$ cat src/rtl/scan_chan_mux_if.sv
// Channel bus between the datapath (master) and the display multiplexer (slave).
interface scan_chan_mux_if #(
    parameter int unsigned WIDTH = 8,
    parameter int unsigned NCH   = 4,
    parameter int unsigned SELW  = 2
);
    logic [NCH*WIDTH-1:0] ch_data;
    logic                 mode;
    logic [SELW-1:0]      sel;
    logic                 hold;
    logic [WIDTH-1:0]     o;
    logic [SELW-1:0]      cur_ch;
    logic                 ch_strobe;

    modport master (
        output ch_data, mode, sel, hold,
        input  o, cur_ch, ch_strobe
    );

    modport slave (
        input  ch_data, mode, sel, hold,
        output o, cur_ch, ch_strobe
    );
endinterface

$ cat src/rtl/scan_chan_mux.sv
// N-channel registered display multiplexer with manual select or timed auto-scan.
module scan_chan_mux #(
    parameter int unsigned WIDTH = 8,
    parameter int unsigned NCH   = 4,
    parameter int unsigned SELW  = 2,
    parameter int unsigned DWELL = 50000
) (
    input  logic           clk,
    input  logic           rst,
    scan_chan_mux_if.slave bus_if
);
    localparam int unsigned    CNTW     = (DWELL > 1) ? $clog2(DWELL) : 1;
    localparam logic [SELW-1:0] LAST_CH  = SELW'(NCH - 1);
    localparam logic [CNTW-1:0] LAST_CNT = CNTW'(DWELL - 1);

    typedef enum logic {
        ST_MANUAL = 1'b0,
        ST_AUTO   = 1'b1
    } state_t;

    state_t           state_q, state_d;
    logic [CNTW-1:0]  cnt_q, cnt_d;
    logic [SELW-1:0]  cur_ch_q, cur_ch_d;
    logic [WIDTH-1:0] o_q, o_d;
    logic             strobe_q, strobe_d;
    logic [SELW-1:0]  sel_clamped;

    // Next state, dwell count and channel selection.
    always_comb begin
        state_d     = bus_if.mode ? ST_AUTO : ST_MANUAL;
        cnt_d       = '0;
        cur_ch_d    = cur_ch_q;
        strobe_d    = 1'b0;
        sel_clamped = bus_if.sel;
        if (32'(bus_if.sel) >= NCH) begin
            sel_clamped = LAST_CH;
        end

        if (!bus_if.mode) begin
            // Manual, including the AUTO->MANUAL edge: follow the clamped select.
            cur_ch_d = sel_clamped;
        end else if (state_q == ST_AUTO) begin
            if (bus_if.hold) begin
                cnt_d = cnt_q;
            end else if (cnt_q == LAST_CNT) begin
                cur_ch_d = (cur_ch_q == LAST_CH) ? '0 : cur_ch_q + SELW'(1);
                strobe_d = 1'b1;
            end else begin
                cnt_d = cnt_q + CNTW'(1);
            end
        end
        // MANUAL->AUTO edge falls through the defaults: count restarts, channel kept.
    end

    // Data mux driven by the channel that will be current after this edge.
    always_comb begin
        o_d = '0;
        for (int k = 0; k < int'(NCH); k++) begin
            if (cur_ch_d == SELW'(k)) begin
                o_d = bus_if.ch_data[k*WIDTH +: WIDTH];
            end
        end
    end

    // State, counter and output registers.
    always_ff @(posedge clk) begin
        if (rst) begin
            state_q  <= ST_MANUAL;
            cnt_q    <= '0;
            cur_ch_q <= '0;
            o_q      <= '0;
            strobe_q <= 1'b0;
        end else begin
            state_q  <= state_d;
            cnt_q    <= cnt_d;
            cur_ch_q <= cur_ch_d;
            o_q      <= o_d;
            strobe_q <= strobe_d;
        end
    end

    assign bus_if.o         = o_q;
    assign bus_if.cur_ch    = cur_ch_q;
    assign bus_if.ch_strobe = strobe_q;
endmodule

$ cat src/flat_wrapper.sv
// flat-port wrapper written by rule: the top's interface ports become plain ports
module scan_chan_mux_flat 
#(
    parameter int unsigned WIDTH = 8,
    parameter int unsigned NCH   = 4,
    parameter int unsigned SELW  = 2,
    parameter int unsigned DWELL = 50000
)
  (clk, rst, bus_if_ch_data, bus_if_mode, bus_if_sel, bus_if_hold, bus_if_o, bus_if_cur_ch, bus_if_ch_strobe);
  scan_chan_mux_if #(.WIDTH(WIDTH), .NCH(NCH), .SELW(SELW)) bus_if_i ();
  input  logic clk;
  input  logic rst;
  input wire logic [$bits(bus_if_i.ch_data)-1:0] bus_if_ch_data;
  input wire logic [$bits(bus_if_i.mode)-1:0] bus_if_mode;
  input wire logic [$bits(bus_if_i.sel)-1:0] bus_if_sel;
  input wire logic [$bits(bus_if_i.hold)-1:0] bus_if_hold;
  output wire logic [$bits(bus_if_i.o)-1:0] bus_if_o;
  output wire logic [$bits(bus_if_i.cur_ch)-1:0] bus_if_cur_ch;
  output wire logic [$bits(bus_if_i.ch_strobe)-1:0] bus_if_ch_strobe;
  assign bus_if_i.ch_data = bus_if_ch_data;
  assign bus_if_i.mode = bus_if_mode;
  assign bus_if_i.sel = bus_if_sel;
  assign bus_if_i.hold = bus_if_hold;
  assign bus_if_o = bus_if_i.o;
  assign bus_if_cur_ch = bus_if_i.cur_ch;
  assign bus_if_ch_strobe = bus_if_i.ch_strobe;
  scan_chan_mux #(.WIDTH(WIDTH), .NCH(NCH), .SELW(SELW), .DWELL(DWELL)) u_core (.clk(clk), .rst(rst), .bus_if(bus_if_i));
endmodule
$ cat config.mk
export PLATFORM = sky130hd
export DESIGN_NAME = scan_chan_mux_flat
export DESIGN_NICKNAME = d
export VERILOG_FILES = /design/src/rtl/scan_chan_mux_if.sv /design/src/rtl/scan_chan_mux.sv /design/src/flat_wrapper.sv
export SDC_FILE = /design/constraint.sdc
export NUM_CORES = 1
export LEC_CHECK = 0
export ABC_CLOCK_PERIOD_IN_PS = 2100
export CAP_MARGIN = 25
export CORE_ASPECT_RATIO = 1.75
export CORE_MARGIN = 2
export CORE_UTILIZATION = 43
export DETAILED_ROUTE_END_ITERATION = 8
export PLACE_DENSITY = 0.86
export RECOVER_POWER = 100
export SETUP_SLACK_MARGIN = 0.02
export SLEW_MARGIN = 20
export SYNTH_ARGS = -nofsm -noshare
export SYNTH_HDL_FRONTEND = slang
export SYNTH_SLANG_ARGS = --single-unit
$ cat constraint.sdc
create_clock -name clk -period 2.1 [get_ports clk]
set_clock_uncertainty 0.05 [all_clocks]
set_input_delay 0.42 -clock clk [delete_from_list [all_inputs] [get_ports clk]]
set_output_delay 0.42 -clock clk [all_outputs]
set_load 0.005 [all_outputs]
Yosys cells after proc, flatten, opt, wreduce, memory -nomap -nowiden
Cells that the tools add are included.

Add/subtract/negate cells: 2. Multiply operators: 0. Divide/modulo/power cells: 0. Order comparisons: 0. Eq/ne operators: 5. Shift-type cells: 0. Muxes and demuxes: 12. Bitwise gates (word level): 2. Reduce and logical (&&, ||, !) cells: 3.

Operators with widths (number): 8-bit two-way mux (4); 16-bit by 1-bit adder with 16-bit output (second input constant) (1); 16-bit == test (second input constant) (1); 16-bit two-way mux (1); 2-bit two-way mux (5); 2-bit == test (second input constant) (3); 4-bit OR reduction (1); 3-bit OR reduction (1); 2-bit by 1-bit adder with 2-bit output (second input constant) (1); 2-bit by 1-bit == test with 1-bit output (second input constant) (1); 2-bit logical NOT (1); 1-bit two-way mux (2); 1-bit NOT (2).

Flip-flop bits (word level): 28. Bits in latches: 0. Memory bits (writable): 0. ROM bits: 0. Input bits: 38. Logic and storage cells: 29. Memories kept: 0.

Longest topological paths before layout
Depth in word-level cells: 11. Gate-level depth with buffers: 9. Gate-level depth less buffers: 6.

Worst setup path before layout
Ideal clock, no wire load.

Path kind: register to register. From: register u_core.cnt_q[0]. To: register u_core.o_q[0], in the netlist u_core.bus_if.o[0]. Library setup time: 0.075 ns. Data arrival time: 1.926 ns. Setup slack: 0.048 ns. Cell stages (with the launch flop): 10. Buffers on the path: 3. Clock period less this slack: 2.052 ns. Path through: dfxtp_1 -> ha_1 -> and4b_1 -> buf_6 -> and4_4 -> buf_6 -> and2_4 -> or4_4 -> buf_6 -> o22ai_1.

Longest elaborated chain between the ends: 10. Elaborated cells between the ends (all ways): 13.

Ends and longest elaborated chain: start, declared (RTL line scan_chan_mux.sv:22) `logic [CNTW-1:0] cnt_q, cnt_d;`; start signal, assigned (RTL line scan_chan_mux.sv:75) `cnt_q <= cnt_d;`; 16-bit == test * (RTL line scan_chan_mux.sv:45) `end else if (cnt_q == LAST_CNT) begin`; 2-bit two-way mux * (RTL line scan_chan_mux.sv:45); 2-bit two-way mux * (RTL line scan_chan_mux.sv:43) `if (bus_if.hold) begin`; 2-bit two-way mux * (RTL line scan_chan_mux.sv:42) `end else if (state_q == ST_AUTO) begin`; 2-bit two-way mux * (RTL line scan_chan_mux.sv:39) `if (!bus_if.mode) begin`; 2-bit logical NOT (RTL line scan_chan_mux.sv:59) `if (cur_ch_d == SELW'(k)) begin`; 8-bit two-way mux (3 in a row) (RTL line scan_chan_mux.sv:59); 8-bit two-way mux * (RTL line scan_chan_mux.sv:59); end signal, assigned (RTL line scan_chan_mux.sv:71) `o_q <= '0;`; end signal, assigned (RTL line scan_chan_mux.sv:77) `o_q <= o_d;`; end, declared (RTL line scan_chan_mux.sv:24) `logic [WIDTH-1:0] o_q, o_d;`.

Every way passes the cells marked *; elsewhere a longest branch is shown, timed or not. A chain may end at the register's enable or synchronous reset.

Final worst setup path
From: input bus_if_hold. To: register u_core.o_q[5], in the netlist u_core.bus_if.o[5].

Longest elaborated chain between the ends: 8. Elaborated cells between the ends (all ways): 11.

Ends and longest elaborated chain: start, declared (RTL line flat_wrapper.sv:16) `input wire logic [$bits(bus_if_i.hold)-1:0] bus_if_hold;`; 2-bit two-way mux * (RTL line scan_chan_mux.sv:43); 2-bit two-way mux * (RTL line scan_chan_mux.sv:42); 2-bit two-way mux * (RTL line scan_chan_mux.sv:39); 2-bit logical NOT (RTL line scan_chan_mux.sv:59); 8-bit two-way mux (3 in a row) (RTL line scan_chan_mux.sv:59); 8-bit two-way mux * (RTL line scan_chan_mux.sv:59).

Marks and branches as above.

==> flow_summary.json <==
{
  "synth_top_area_share_pct": 31.13,
  "hold_end": "u_core.cnt_q[9]",
  "root_buffer": "clkbuf_8",
  "fin_util_pct": 60.52,
  "hold_start": "u_core.cnt_q[9]",
  "fill_cells": 399,
  "worstPathMaxFanout": 8,
  "timing.critical_path.buf_inv": 1,
  "post-place-ws_ns": -0.2504,
  "grt_start_max_net_pins": 19,
  "syn_nets": 289,
  "synth.top_cells.by_count": "nand2_1, nor2_1, dfxtp_1",
  "start_util_pct": 44.21,
  "area_delta_synth_final_pct": 36.90,
  "final_nets": 348,
  "fin_crit_sh_pct": 97.03,
  "fmax_mhz": 490.8,
  "min_period_ns": 2.038,
  "slew_headroom_pct": 76.88,
  "slew_viol_final": 0,
  "holdWs_ns": 0.4736,
  "rsz0062_at_grt": "yes",
  "synthTopCellsByArea": "dfxtp_1, nand2_1, a211oi_1",
  "htree_levels": 1,
  "cts_hold_buf": 0,
  "yosys_warnings": 0,
  "grt_pass1_vias": 1963,
  "viasPerCell": 5.772,
  "synth_edf_count": 0,
  "hold_viol": 0,
  "vias": 2049,
  "cts.sinks": 28,
  "cts_setup_buffers": 0,
  "top_layer": "met4",
  "p_leak_uw": 0.0009851,
  "p_clk_share_pct": 25.8,
  "final_area_um2": 2465,
  "drc": 0,
  "syn-mean-instance-area_um2": 7.231,
  "slowest_stage": "or4_4",
  "r2r_cells": 6,
  "core_area_um2": 4073,
  "crit_cells": 6,
  "worst_pin_slew_ns": 0.3468,
  "p_seq_share_pct": 49.0,
  "route.met2.wl_um": 2995,
  "wl_um": 5262,
  "syn_inst": 249,
  "place.gp.congestion": 0.8408,
  "finalSetupViolations": 0,
  "dr.first_iter.drc_count": 57,
  "synth_seq_cells": 28,
  "cts_tree": "built",
  "met3_length_um": 243,
  "port_buffers": 48,
  "yosysSeqAreaShare_pct": 31.13,
  "vdd_ir_drop_max_uv": 315.9,
  "critical_path_arrival_ns": 2.20,
  "drt-met1-wl_um": 1867,
  "ys.flop_type": "dfxtp_1",
  "clockBufferDepth": 2,
  "cts.clk_slew.worst_paths_ns": 0.09,
  "rows": 31,
  "grt-ovfl-total": 0,
  "r2r-end": "u_core.bus_if.o[5]",
  "yosysMostFrequentCell": "nand2_1",
  "die_h_um": 89.60,
  "crit_type": "in -> reg",
  "cp-start-kind": "input port",
  "hpwl_um": 4063,
  "status": "completed",
  "place_area_um2": 2431,
  "track_usage_pct": 23.93,
  "critPathRequiredTime_ns": 2.26,
  "p_int_uw": 827.6,
  "setup_tns_ns": 0,
  "rr_startpoint": "u_core.cnt_q[0]",
  "pwr_density_cell_nw_per_um2": 464.7,
  "ios": 49,
  "die_w_um": 52.92,
  "ant_nets": 0,
  "p_sw_share_pct": 27.75,
  "fin_ws_ns": 0.06240,
  "multi_input_area_um2": 1146,
  "crit_family": "simple AND/OR/NAND/NOR gates",
  "routedWlPerCell_um": 14.82,
  "max_stage_delay_ns": 0.57,
  "grt_pass1_wl_um": 8535,
  "clk-insertion-delay-late_ns": 0.28,
  "hold_path_depth": 2,
  "first_pass_iters": 4,
  "cts_inserted_buffers": 3,
  "synth_top_area_cell": "dfxtp_1",
  "combPwrFrac_pct": 25.2,
  "synthArstFlopShare_pct": 0,
  "insertedDiodeCount": 0,
  "drive_gt1_share_pct": 9.804,
  "switching_power_uw": 317.9,
  "synth_area_um2": 1800,
  "crit_path_end_kind": "flip-flop",
  "seq_area_um2": 560.5,
  "die-area_um2": 4741,
  "crit_chain": "clkdlybuf4s50_1 -> and4b_1 -> and4_4 -> and2_4 -> or4_4 -> o22ai_1",
  "antenna_found_initial": 0,
  "cap_violations": 0,
  "r2r_slack_ns": 0.11,
  "synthDistinctLibCells": 34,
  "hold_class": "reg -> reg"
}
==> how the worst max path moves through the flow <==
stage | start | endpoint | slack (ns)
after floorplan | u_core.cnt_q[0] | u_core.bus_if.o[0] | 0.05
after global placement | bus_if_hold | u_core.bus_if.o[5] | -0.21
after detailed placement | bus_if_hold | u_core.bus_if.o[2] | -0.25
after CTS | bus_if_hold | u_core.bus_if.o[6] | 0.03
after global routing | bus_if_hold | u_core.bus_if.o[7] | 0.01
final | bus_if_hold | u_core.bus_if.o[5] | 0.06
==> final cells by class <==
type                    instances  area share (%)
clock buffers                   3           1.675
repair buffers                 69           25.84
well taps                      49           2.487
multi-input cells             201           46.50
flip-flops and latches         28           22.74
inverters                       5          0.7614
==> worst register-to-register path: cells and delay by family (launching register included) <==
family          cells  cell delay [ns]
fa+ha+maj           1             0.21
flops               1             0.35
compound gates      1             0.19
simple gates        4             1.13
==> power groups by stage <==
stage / Clock, uW / Combinational (uW) / Sequential [uW]
after detailed placement: 0 / 291 / 574
after global routing: 318 / 318 / 562
final: 295 / 289 / 561
after CTS: 300 / 292 / 562
after floorplan: 0 / 138 / 570
after global placement: 0 / 285 / 574
==> cells by family (layout without fill, tap and decap cells) <==
group	after synthesis	in the layout	share of synthesized area, %
XOR/XNOR	11	11	5.351
adder cells (fa/ha/maj)	2	2	1.390
multiplexers	5	5	2.919
AND/OR/NAND/NOR	132	132	34.05
buffers and inverters	20	77	5.559
AO/OA/AOI/OAI	51	51	19.60
flip-flops	28	28	31.13
==> cells in the final DEF, fill, tap and decap left out, types with 4 or more instances in the layout <==
cell type        instances
nand2_1                 68
clkdlybuf4s50_1         37
nor2_1                  30
dfxtp_1                 28
a211oi_1                16
a22oi_1                 16
buf_4                   13
dlygate4sd3_1           11
xnor2_1                  8
o22ai_1                  7
a21oi_1                  6
nand3_1                  5
nand4_1                  4
o21ai_0                  4
or3_1                    4
inv_1                    4
nor3_1                   4
clkbuf_2                 4
==> stage by stage <==
stage | power [uW] | cells
5_1_grt | 1198 | 355
4_1_cts | 1154 | 355
3_3_place_gp | 859.6 | 352
6_report | 1145 | 355
2_1_floorplan | 707.7 | 249
3_5_place_dp | 865.4 | 352
==> sequential cells by signal, summed over array words and instances (netlist names) <==
| register | cells |
|---|---|
| u_core.bus_if.ch_strobe | 1 |
| u_core.cnt_q | 16 |
| u_core.bus_if.o | 8 |
| u_core.bus_if.cur_ch | 2 |
| u_core.state_q | 1 |
==> metal layers <==
layer | up-vias | GRT usage (%)
met4 | 0 | 11.66
met1 | 957 | 23.82
met2 | 82 | 46.25
met5 | - | 0
li1 | 995 | -
met3 | 15 | 3.642
==> what timing repair did <==
item                       4_1_cts  5_1_grt
setup endpoints to repair        0        8
hold endpoints to repair         0        0
gates resized for setup          0        1
Power figures use the tool's default switching activity.
